[src/rtl/div8_pkg.sv]
// div8_pkg: shared definitions for the 8-bit restoring divider.
// Optional build macro: DIV8_SIGNED_EN (two's-complement operands).
package div8_pkg;

  typedef enum logic [1:0] {
    IDLE = 2'd0,
    BUSY = 2'd1,
    DONE = 2'd2
  } state_t;

  localparam int         DIV8_STEPS    = 8;
  localparam logic [7:0] DIV8_DBZ_QUOT = 8'hFF;

  // Iteration counter start value: one step per quotient bit.
  localparam logic [2:0] DIV8_CNT_INIT = 3'(DIV8_STEPS - 1);

  // Two's-complement negation, used for magnitude and sign fix-up.
  function automatic logic [7:0] neg8(input logic [7:0] v);
    return ~v + 8'd1;
  endfunction

endpackage

[src/rtl/div8_if.sv]
// div8_if: request/result handshake bundle for div8.
// Handshake: a pair transfers on a rising edge where in_valid && in_ready;
// a result transfers on a rising edge where out_valid && out_ready.
// out_valid/quotient/remainder/dbz stay stable until that transfer.
// state is a debug view of the controller FSM.
interface div8_if;
  import div8_pkg::*;

  logic       in_valid;
  logic       in_ready;
  logic [7:0] dividend;
  logic [7:0] divisor;
  logic       out_valid;
  logic       out_ready;
  logic [7:0] quotient;
  logic [7:0] remainder;
  logic       dbz;
  state_t     state;

  modport master (
    output in_valid, dividend, divisor, out_ready,
    input  in_ready, out_valid, quotient, remainder, dbz, state
  );

  modport slave (
    input  in_valid, dividend, divisor, out_ready,
    output in_ready, out_valid, quotient, remainder, dbz, state
  );

endinterface

[src/rtl/div8_sub8.sv]
// sub8: 8-bit subtractor with borrow out; borrow=1 means a < b.
module sub8 (
  input  logic [7:0] a,
  input  logic [7:0] b,
  output logic [7:0] diff,
  output logic       borrow
);

  // Single 9-bit subtraction gives difference and borrow together.
  assign {borrow, diff} = {1'b0, a} - {1'b0, b};

endmodule

[src/rtl/div8.sv]
// div8: 8-bit restoring divider, one quotient bit per cycle, MSB first.
// Optional build macro: DIV8_SIGNED_EN selects two's-complement operands
// (magnitudes go through the unsigned core, signs fixed up at the end).
module div8
  import div8_pkg::*;
(
  input  logic  clk,
  input  logic  rst,
  div8_if.slave bus
);

  state_t     state;
  state_t     state_nx;
  logic [2:0] cnt;
  logic [7:0] acc;       // dividend bits shift out the top, quotient bits in the bottom
  logic [7:0] dvs;       // latched divisor magnitude
  logic [7:0] part;      // partial remainder; always < divisor, so 8 bits hold it
  logic [7:0] quot_q;
  logic [7:0] rem_q;
  logic       dbz_q;

  logic       accept;
  logic       div_zero;
  logic [7:0] a_mag;
  logic [7:0] b_mag;
  logic [8:0] shifted;   // 9-bit partial remainder after shifting in the next bit
  logic [7:0] trial;
  logic       borrow;
  logic       step_ok;
  logic [7:0] part_nx;
  logic [7:0] acc_nx;
  logic [7:0] q_fin;
  logic [7:0] r_fin;

  assign accept   = bus.in_valid && (state == IDLE);
  assign div_zero = (bus.divisor == 8'd0);

`ifdef DIV8_SIGNED_EN
  logic neg_q;
  logic neg_r;

  assign a_mag = bus.dividend[7] ? neg8(bus.dividend) : bus.dividend;
  assign b_mag = bus.divisor[7]  ? neg8(bus.divisor)  : bus.divisor;
  assign q_fin = neg_q ? neg8(acc_nx)  : acc_nx;
  assign r_fin = neg_r ? neg8(part_nx) : part_nx;
`else
  assign a_mag = bus.dividend;
  assign b_mag = bus.divisor;
  assign q_fin = acc_nx;
  assign r_fin = part_nx;
`endif

  // One restoring step: shift, trial-subtract, keep difference on success.
  assign shifted = {part, acc[7]};

  sub8 u_sub8 (
    .a      (shifted[7:0]),
    .b      (dvs),
    .diff   (trial),
    .borrow (borrow)
  );

  assign step_ok = shifted[8] | ~borrow;
  assign part_nx = step_ok ? trial : shifted[7:0];
  assign acc_nx  = {acc[6:0], step_ok};

  // State register.
  always_ff @(posedge clk or posedge rst) begin
    if (rst) state <= IDLE;
    else     state <= state_nx;
  end

  // Next-state logic.
  always_comb begin
    state_nx = state;
    case (state)
      IDLE:    if (accept) state_nx = div_zero ? DONE : BUSY;
      BUSY:    if (cnt == 3'd0) state_nx = DONE;
      DONE:    if (bus.out_ready) state_nx = IDLE;
      default: state_nx = IDLE;
    endcase
  end

  // FSM outputs.
  always_comb begin
    bus.in_ready  = (state == IDLE);
    bus.out_valid = (state == DONE);
  end

  // Datapath: operand capture, iteration, result registers.
  always_ff @(posedge clk or posedge rst) begin
    if (rst) begin
      cnt    <= 3'd0;
      acc    <= 8'd0;
      dvs    <= 8'd0;
      part   <= 8'd0;
      quot_q <= 8'd0;
      rem_q  <= 8'd0;
      dbz_q  <= 1'b0;
`ifdef DIV8_SIGNED_EN
      neg_q  <= 1'b0;
      neg_r  <= 1'b0;
`endif
    end else begin
      case (state)
        IDLE: begin
          if (accept) begin
            acc  <= a_mag;
            dvs  <= b_mag;
            part <= 8'd0;
            cnt  <= DIV8_CNT_INIT;
`ifdef DIV8_SIGNED_EN
            neg_q <= bus.dividend[7] ^ bus.divisor[7];
            neg_r <= bus.dividend[7];
`endif
            // Divide by zero skips the iteration and publishes immediately.
            if (div_zero) begin
              quot_q <= DIV8_DBZ_QUOT;
              rem_q  <= bus.dividend;
              dbz_q  <= 1'b1;
            end
          end
        end
        BUSY: begin
          acc  <= acc_nx;
          part <= part_nx;
          if (cnt != 3'd0) begin
            cnt <= cnt - 3'd1;
          end else begin
            quot_q <= q_fin;
            rem_q  <= r_fin;
            dbz_q  <= 1'b0;
          end
        end
        default: ;
      endcase
    end
  end

  assign bus.quotient  = quot_q;
  assign bus.remainder = rem_q;
  assign bus.dbz       = dbz_q;
  assign bus.state     = state;

endmodule

[src/flat_wrapper.sv]
// flat-port wrapper written by rule: the top's interface ports become plain ports
module div8_flat import div8_pkg::*;
  (clk, rst, bus_in_valid, bus_dividend, bus_divisor, bus_out_ready, bus_in_ready, bus_out_valid, bus_quotient, bus_remainder, bus_dbz, bus_state);
  div8_if bus_i ();
  input  logic clk;
  input  logic rst;
  input wire logic [$bits(bus_i.in_valid)-1:0] bus_in_valid;
  input wire logic [$bits(bus_i.dividend)-1:0] bus_dividend;
  input wire logic [$bits(bus_i.divisor)-1:0] bus_divisor;
  input wire logic [$bits(bus_i.out_ready)-1:0] bus_out_ready;
  output wire logic [$bits(bus_i.in_ready)-1:0] bus_in_ready;
  output wire logic [$bits(bus_i.out_valid)-1:0] bus_out_valid;
  output wire logic [$bits(bus_i.quotient)-1:0] bus_quotient;
  output wire logic [$bits(bus_i.remainder)-1:0] bus_remainder;
  output wire logic [$bits(bus_i.dbz)-1:0] bus_dbz;
  output wire logic [$bits(bus_i.state)-1:0] bus_state;
  assign bus_i.in_valid = bus_in_valid;
  assign bus_i.dividend = bus_dividend;
  assign bus_i.divisor = bus_divisor;
  assign bus_i.out_ready = bus_out_ready;
  assign bus_in_ready = bus_i.in_ready;
  assign bus_out_valid = bus_i.out_valid;
  assign bus_quotient = bus_i.quotient;
  assign bus_remainder = bus_i.remainder;
  assign bus_dbz = bus_i.dbz;
  assign bus_state = bus_i.state;
  div8 u_core (.clk(clk), .rst(rst), .bus(bus_i));
endmodule
[config.mk]
export PLATFORM = sky130hd
export DESIGN_NAME = div8_flat
export DESIGN_NICKNAME = d
export VERILOG_FILES = /design/src/rtl/div8_pkg.sv /design/src/rtl/div8_if.sv /design/src/rtl/div8_sub8.sv /design/src/rtl/div8.sv /design/src/flat_wrapper.sv
export SDC_FILE = /design/constraint.sdc
export NUM_CORES = 1
export LEC_CHECK = 0
export ABC_AREA = 1
export BUFFER_PORTS_ARGS = -buffer_cell sky130_fd_sc_hd__buf_4
export CAP_MARGIN = 5
export CORE_ASPECT_RATIO = 2
export CORE_MARGIN = 5
export CORE_UTILIZATION = 25
export DETAILED_ROUTE_END_ITERATION = 12
export GPL_ROUTABILITY_DRIVEN = 0
export PLACE_DENSITY = 0.5
export SYNTH_ARGS = -nofsm -noshare
export SYNTH_HDL_FRONTEND = slang
export SYNTH_SLANG_ARGS = --single-unit
[constraint.sdc]
create_clock -name clk -period 2.1 [get_ports clk]
set_input_delay 0.42 -clock clk [delete_from_list [all_inputs] [get_ports clk]]
set_output_delay 0.42 -clock clk [all_outputs]
set_load 0.01 [all_outputs]
==> results of run 1 <==
## layout by cell type, fill, tap and decap left out, drive strengths merged
master	n
o211ai	1
dfrtp	46
nand2	87
o221ai	7
inv	46
nor3	3
ha	10
a2bb2oi	1
a31oi	1
o21ai	3
a21oi	17
nor2	39
nand4	1
o31ai	1
or2	5
mux2	1
nand3b	2
fa	1
xor2	1
bufinv	1
clkbuf	6
clkinvlp	1
nand3	39
buf	46
## sequential cells by signal (all words and copies together) (netlist names)
name                  cells
u_core.bus.quotient       8
u_core.bus.state          2
u_core.cnt                3
u_core.dvs                8
u_core.bus.remainder      8
u_core.part               8
u_core.acc                8
u_core.bus.dbz            1
## through the flow
| step | setup slack (ns) | hold WS [ns] | cell area [sq um] | cells |
|---|---|---|---|---|
| 2_1_floorplan | 0.272 | 0.440 | 2460 | 319 |
| 3_3_place_gp | 0.119 | 0.451 | 2930 | 489 |
| 3_5_place_dp | 0.0293 | 0.460 | 2930 | 489 |
| 4_1_cts | 0.0188 | 0.180 | 3100 | 497 |
| 5_1_grt | 0.0475 | 0.217 | 3120 | 498 |
| 6_report | 0.193 | 0.161 | 3120 | 498 |
## synthesized netlist by cell type, drive strengths merged
library cell	n	area share (%)
nand2	86	13
dfrtp	46	47
inv	46	7.0
nand3	39	7.9
nor2	39	5.9
a21oi	17	3.6
ha	10	5.1
o221ai	7	2.5
buf	5	1.4
or2	5	1.3
clkbuf	3	0.46
nor3	3	0.61
o21ai	3	0.61
nand3b	2	0.61
a2bb2oi	1	0.36
a31oi	1	0.25
fa	1	0.81
mux2	1	0.46
nand4	1	0.25
o211ai	1	0.30
o31ai	1	0.30
xor2	1	0.36
## cells by family after synthesis
logic type	Yosys count	synth area share [%]
AO/OA/AOI/OAI	31	7.92
XOR/XNOR	1	0.355
adder cells (fa/ha/maj)	11	5.89
buffers and inverters	54	8.88
flip-flops	46	46.7
multiplexers	1	0.457
AND/OR/NAND/NOR	175	29.8
## report_power, final
group	internal, mW	leakage, nW	total (mW)	switching, mW
clock network	0.562	0.0771	0.903	0.341
registers	1.31	0.544	1.57	0.256
logic	1.08	1.05	2.87	1.80
## cell type report
cell class              count  area [sq um]  area share, %
clock buffers               6           129           4.12
clock inverters             2          37.5           1.20
inverters                  46           173           5.53
multi-input cells         220          1120           36.0
flip-flops and latches     46          1150           36.8
well taps                 132           165           5.29
repair buffers             46           345           11.1
## how the worst min path moves through the flow
stage / endpoint / depth (start not counted)
after detailed placement: u_core.cnt[0] / 1
after global placement: u_core.cnt[0] / 1
after CTS: u_core.bus.state[1] / 2
final: u_core.bus.state[1] / 2
after floorplan: u_core.cnt[0] / 1
after global routing: u_core.bus.state[1] / 2
## routing by layer
| metal | vias up | wire (microns) |
|---|---|---|
| li1 | 1111 | - |
| met4 | 0 | 335 |
| met2 | 35 | 4210 |
| met3 | 19 | 163 |
| met5 | - | 0 |
| met1 | 1061 | 2430 |
==> impl_results.md, run 1 <==
- Status: finished, final reports clean
- Synthesized area: 0.00246 sq mm
- Routed vias/inst: 4.47
- Worst-skew pair later-pin latency: 0.29 ns
- GRT busiest layer: met2
- Clk buf depth: 2
- CP most frequent cell: nand2_1
- Die area: 0.0121 sq mm
- Power Density: 1710 mW/mm^2
- Part of the cycle the worst path needs: 90.8%
- Cells after Synth: 319
- PostCTS Resize Cnt: 0
- Setup Fix Bufs, Post-CTS: 0
- WP data arrival: 2.09 ns
- Port-buffer cells: 40
- Setup TNS: 0 ns
- Area Growth Syn to Fin: 26.8%
- Row count: 51
- Number of nets in the layout: 396
- Clock transition at path regs: 0.07 ns
- Routed Antenna Nets: 0
- Total global routing overflow: 0
- Met2 Use GR: 24.4%
- Share of the yosys chip area belonging to registers: 46.7%
- Max-slew headroom: 65.5%
- Critical path buffers and inverters: 2
- First-pass GRT wire length: 11200 microns
- Worst setup endpoint: u_core.bus.remainder[3]
- Dpl hpwl: 5690 microns
- Crit path kind: reg -> reg
- Pleak: 1.67 nW
- Launch point of the worst reg-to-reg path: u_core.acc[7]
- Fmax: 524 MHz
- TritonCTS Buffers: 5
- Cts hold-fix bufs: 0
- Die X: 80.2 microns
- Number of H-tree levels: 2
- Post-synthesis register bit count: 46
- Chip Height: 150 microns
- Worst R2R End: u_core.bus.remainder[3]
- Synth unique cells: 27
- Core ar.: 0.00970 sq mm
- Tmin final: 1.91 ns
- Slowest-stage cell, CP: dfrtp_1
- WP data required: 2.29 ns
- Vias in the first global route: 2245
- Grt met1 use: 11.4%
- Crit path largest cell delay: 0.38 ns
- Top delay family on crit path: simple AND/OR/NAND/NOR gates
- CTS root buf: clkbuf_16
- Filler cell count in the final layout: 1107
- Post-Synthesis Mean Instance Area: 7.73 sq um
- Worst slew pin tran: 0.517 ns
- Final WL: 7140 microns
- Clock skew: 0.00857 ns
- Global Route Usage Sum: 12.5%
- Total Power: 5.34 mW
- Reg2reg setup slack: 0.19 ns
- Fin util: 32.2%
- Final setup violation count: 0
- R2R depth: 12
- Crit. path cell count: 12
- CP Launch Type: flop
- Fraction of layout cells with a size suffix above 1: 18.0%
- Fin. max-slew vios: 0
- # IOs: 41
- Clock Sink Count: 46
- Routed len/inst: 14.3 microns
- Peak supply drop: 0.611 mV
- Initial Utilization: 25.4%
- Crit path max fanout: 6
- Initial antenna violation count: 0
- Worst Setup End Kind: flop
- DRC: 0
- N_diodes: 0
- DR iter-0 viols: 80
- Final Hold Vio Count: 0
- Mapped Nets: 350
- RSZ-0062 raised after global routing: false
- Largest net degree at the start of global routing: 25
- CTS tree: built
- Vias: 2226
- Max_cap viols: 0
- GR Util met3: 2.10%
- Yosys warns: 0
- Crit path cell chain: inv_1, ha_1, inv_1, fa_2, nand2_1, nand2_1, nand3_1, nand3_2, nand3_1, nand3_1, nand2_1, nand2_1
- Pre-antenna DRT Iters: 4
- Worst min path class: in -> async
- CP startpoint: u_core.acc[7]
(Power assumes the default switching activity.)
==> run 2, diff against run 1 <==
ABC_AREA = default   (was 1)
==> impl_results.md, run 2 <==
- Routed len/inst: 16.6 microns (+16%)
- Status: finished, violations left
- Fin. max-slew vios: 0 (unchanged)
- Core ar.: 0.00964 sq mm (-0.66%)
- Number of nets in the layout: 371 (-6.3%)
- Slowest-stage cell, CP: o31ai_4
- Setup TNS: -2.04 ns (-2.04 ns)
- Reg2reg setup slack: -0.17 ns (-0.36 ns)
- Routed Antenna Nets: 0 (unchanged)
- Yosys top cell area share: 47.4% (+0.75 points)
- Yosys warns: 0 (unchanged)
- Port-buffer cells: 40 (unchanged)
- Mapped Nets: 286 (-18%)
- Clock Sink Count: 46 (unchanged)
- Row count: 51 (unchanged)
- Number of H-tree levels: 2 (unchanged)
- Clock transition at path regs: 0.06 ns (about the same)
- Worst Setup End Kind: flop
- CTS tree: built
- CP Launch Type: flop
- Crit path kind: reg -> reg
- Vias: 2232 (+0.27%)
- EDFF count, synth: 0 (unchanged)
- CTS root buf: clkbuf_16
- Max_cap viols: 0 (unchanged)
- # IOs: 41 (unchanged)
- Post-synth top cells: dfrtp_1, nand2_1, nor2_1, o21ai_0, inv_1
- TritonCTS Buffers: 5 (unchanged)
- Placed inst area: 0.00317 sq mm (+8.2%)
- Clock skew: 0.00782 ns (-0.000746 ns)
- Crit path largest cell delay: 0.52 ns (+0.14 ns)
- Power Density: 2030 mW/mm^2 (+19%)
- Worst slew pin tran: 0.529 ns (+0.0114 ns)
- Most frequent cells in the layout: buf_4, dfrtp_1, nand2_1
- Max-slew headroom: 64.8% (-0.71 points)
- Worst-skew pair later-pin latency: 0.29 ns (about the same)
- Die area: 0.0119 sq mm (-1.4%)
- Primary FF master, synth: dfrtp_1
- Top cell type by total area after synthesis: dfrtp_1
- Routed vias/inst: 4.72 (+5.6%)
- Peak supply drop: 0.739 mV (+21%)
- DR iter-0 viols: 83 (+3.8%)
- Pre-antenna DRT Iters: 4 (unchanged)
- Synth unique cells: 45 (+67%)
- Chip Height: 149 microns (-0.74%)
- Area Growth Syn to Fin: 47.4%
- Post-synth ARST share: 100% (unchanged)
- Pre-CTS WS: -0.292 ns (-0.322 ns)
- Vias in the first global route: 2515 (+12%)
- Critical path buffers and inverters: 1 (-1)
- Most common cell in the netlist: dfrtp_1
- Total global routing overflow: 0 (unchanged)
- Final Hold Vio Count: 0 (unchanged)
- Total Power: 7.26 mW (+36%)
- Post-Synthesis Mean Instance Area: 9.51 sq um (+23%)
- Pleak: 1.62 nW (-3.5%)
- Final WS setup: -0.171 ns (-0.364 ns)
- Part of the cycle the worst path needs: 108% (+17 points)
- N_diodes: 0 (unchanged)
- WP data arrival: 2.44 ns (+0.35 ns)
- Cts hold-fix bufs: 0 (unchanged)
- DRC: 0 (unchanged)
- Top delay family on crit path: compound AO/OA/AOI/OAI gates
- Largest net degree at the start of global routing: 24 (-4.0%)
- Final setup violation count: 18 (+18)
- Fraction of layout cells with a size suffix above 1: 36.7% (+19 points)
- Design area: 0.00358 sq mm (+14%)
- Fmax: 440 MHz (-16%)
- Failing checks: setup timing
- Dpl hpwl: 6160 microns (+8.2%)
- WP data required: 2.27 ns (-0.02 ns)
- Initial Utilization: 25.2% (-0.23 points)
- Die X: 79.7 microns (-0.69%)
- Crit path max fanout: 5 (-1)
- Synth area leaders: dfrtp_1, nand2_1, ha_1, nor2_1, o22a_1
- Worst min path class: in -> async
- Filler cell count in the final layout: 978 (-12%)
- Global Route Usage Sum: 14.2% (+1.7 points)
- Cells after Synth: 255 (-20%)
- Tmin final: 2.27 ns (+0.364 ns)
- Post-synthesis register bit count: 46 (unchanged)
- Share of the yosys chip area belonging to registers: 47.4% (+0.75 points)
- WHS: 0.151 ns (-0.00974 ns)
- RSZ-0062 raised after global routing: true
- Commonest non-fill, non-tap cell in the layout: buf_4
- Clk buf depth: 2 (unchanged)
- Crit path cell chain: ha_4, inv_2, fa_2, a211oi_4, o31ai_4, a2bb2oi_4, nor2_2, o32a_1
- Final WL: 7860 microns (+10%)
- Synthesized area: 0.00243 sq mm (-1.6%)
- First-pass GRT wire length: 12700 microns (+14%)
- Initial antenna violation count: 0 (unchanged)
==> run 2: changes by cell type after synthesis, sizes merged, moves of 5 or more <==
cell / delta
a21o: +7
a31oi: +5
inv: -31
nand2: -47
nand3: -37
nor2: -11
nor2b: +5
o21ai: +14
o221ai: -7
o22a: +11
or2: -5
==> run 2: what timing repair did <==
item / 4_1_cts / 5_1_grt
gates cloned: 1 / 0
pin swaps: 14 / 1
gates resized for setup: 19 / 3
setup buffers: 7 / 2
endpoints found under the setup margin: 18 / 18
==> run 2: per-stage QoR <==
stage	util, %	cells
3_5_place_dp	32.9	455
3_3_place_gp	32.9	455
4_1_cts	36.8	471
6_report	37.1	473
5_1_grt	37.1	473
2_1_floorplan	-	255
==> run 2: worst paths after layout <==
kind                           startpoint                       to  depth (start not counted)
min in group clk           bus_divisor[4]            u_core.dvs[4]                          3
max in group asynchronous             rst           u_core.part[3]                          3
min                                   rst           u_core.bus.dbz                          2
max                         u_core.dvs[0]  u_core.bus.remainder[6]                          8
min reg2reg                 u_core.cnt[0]            u_core.cnt[0]                          1
max reg2reg                 u_core.dvs[0]  u_core.bus.remainder[6]                          8
==> run 2: cells by family (layout without fill, tap and decap cells) <==
logic type / count (synthesis) / after routing / synth area share [%]
flops: 46 / 46 / 47.4
xor+xnor: 3 / 3 / 1.08
compound gates: 78 / 79 / 23.8
buf+inv: 25 / 110 / 4.38
simple gates: 90 / 90 / 16.5
fa+ha+maj: 11 / 11 / 5.98
mux: 2 / 2 / 0.877
==> run 2: cell type report <==
cell class	instances	area, sq um	area share [%]
well taps	132	165	4.62
clock inverters	2	60.1	1.68
repair buffers	87	689	19.3
clock buffers	6	139	3.88
flip-flops and latches	46	1150	32.2
inverters	15	56.3	1.57
multi-input cells	185	1320	36.8
==> run 2: power by group <==
part	leakage [nW]	total (mW)	switching (mW)	internal, mW
Sequential	0.522	1.61	0.300	1.31
Combinational	0.996	4.59	2.33	2.26
Clock	0.0971	1.06	0.346	0.715
==> run 2: layer usage <==
metal	GRT usage (%)	up-vias	wire length [microns]	share of wire, %
li1	-	1073	-	-
met1	12.6	1088	2580	33
met2	28.4	49	4680	60
met3	1.87	22	195	2.5
met4	8.95	0	404	5.1
met5	0	-	0	0
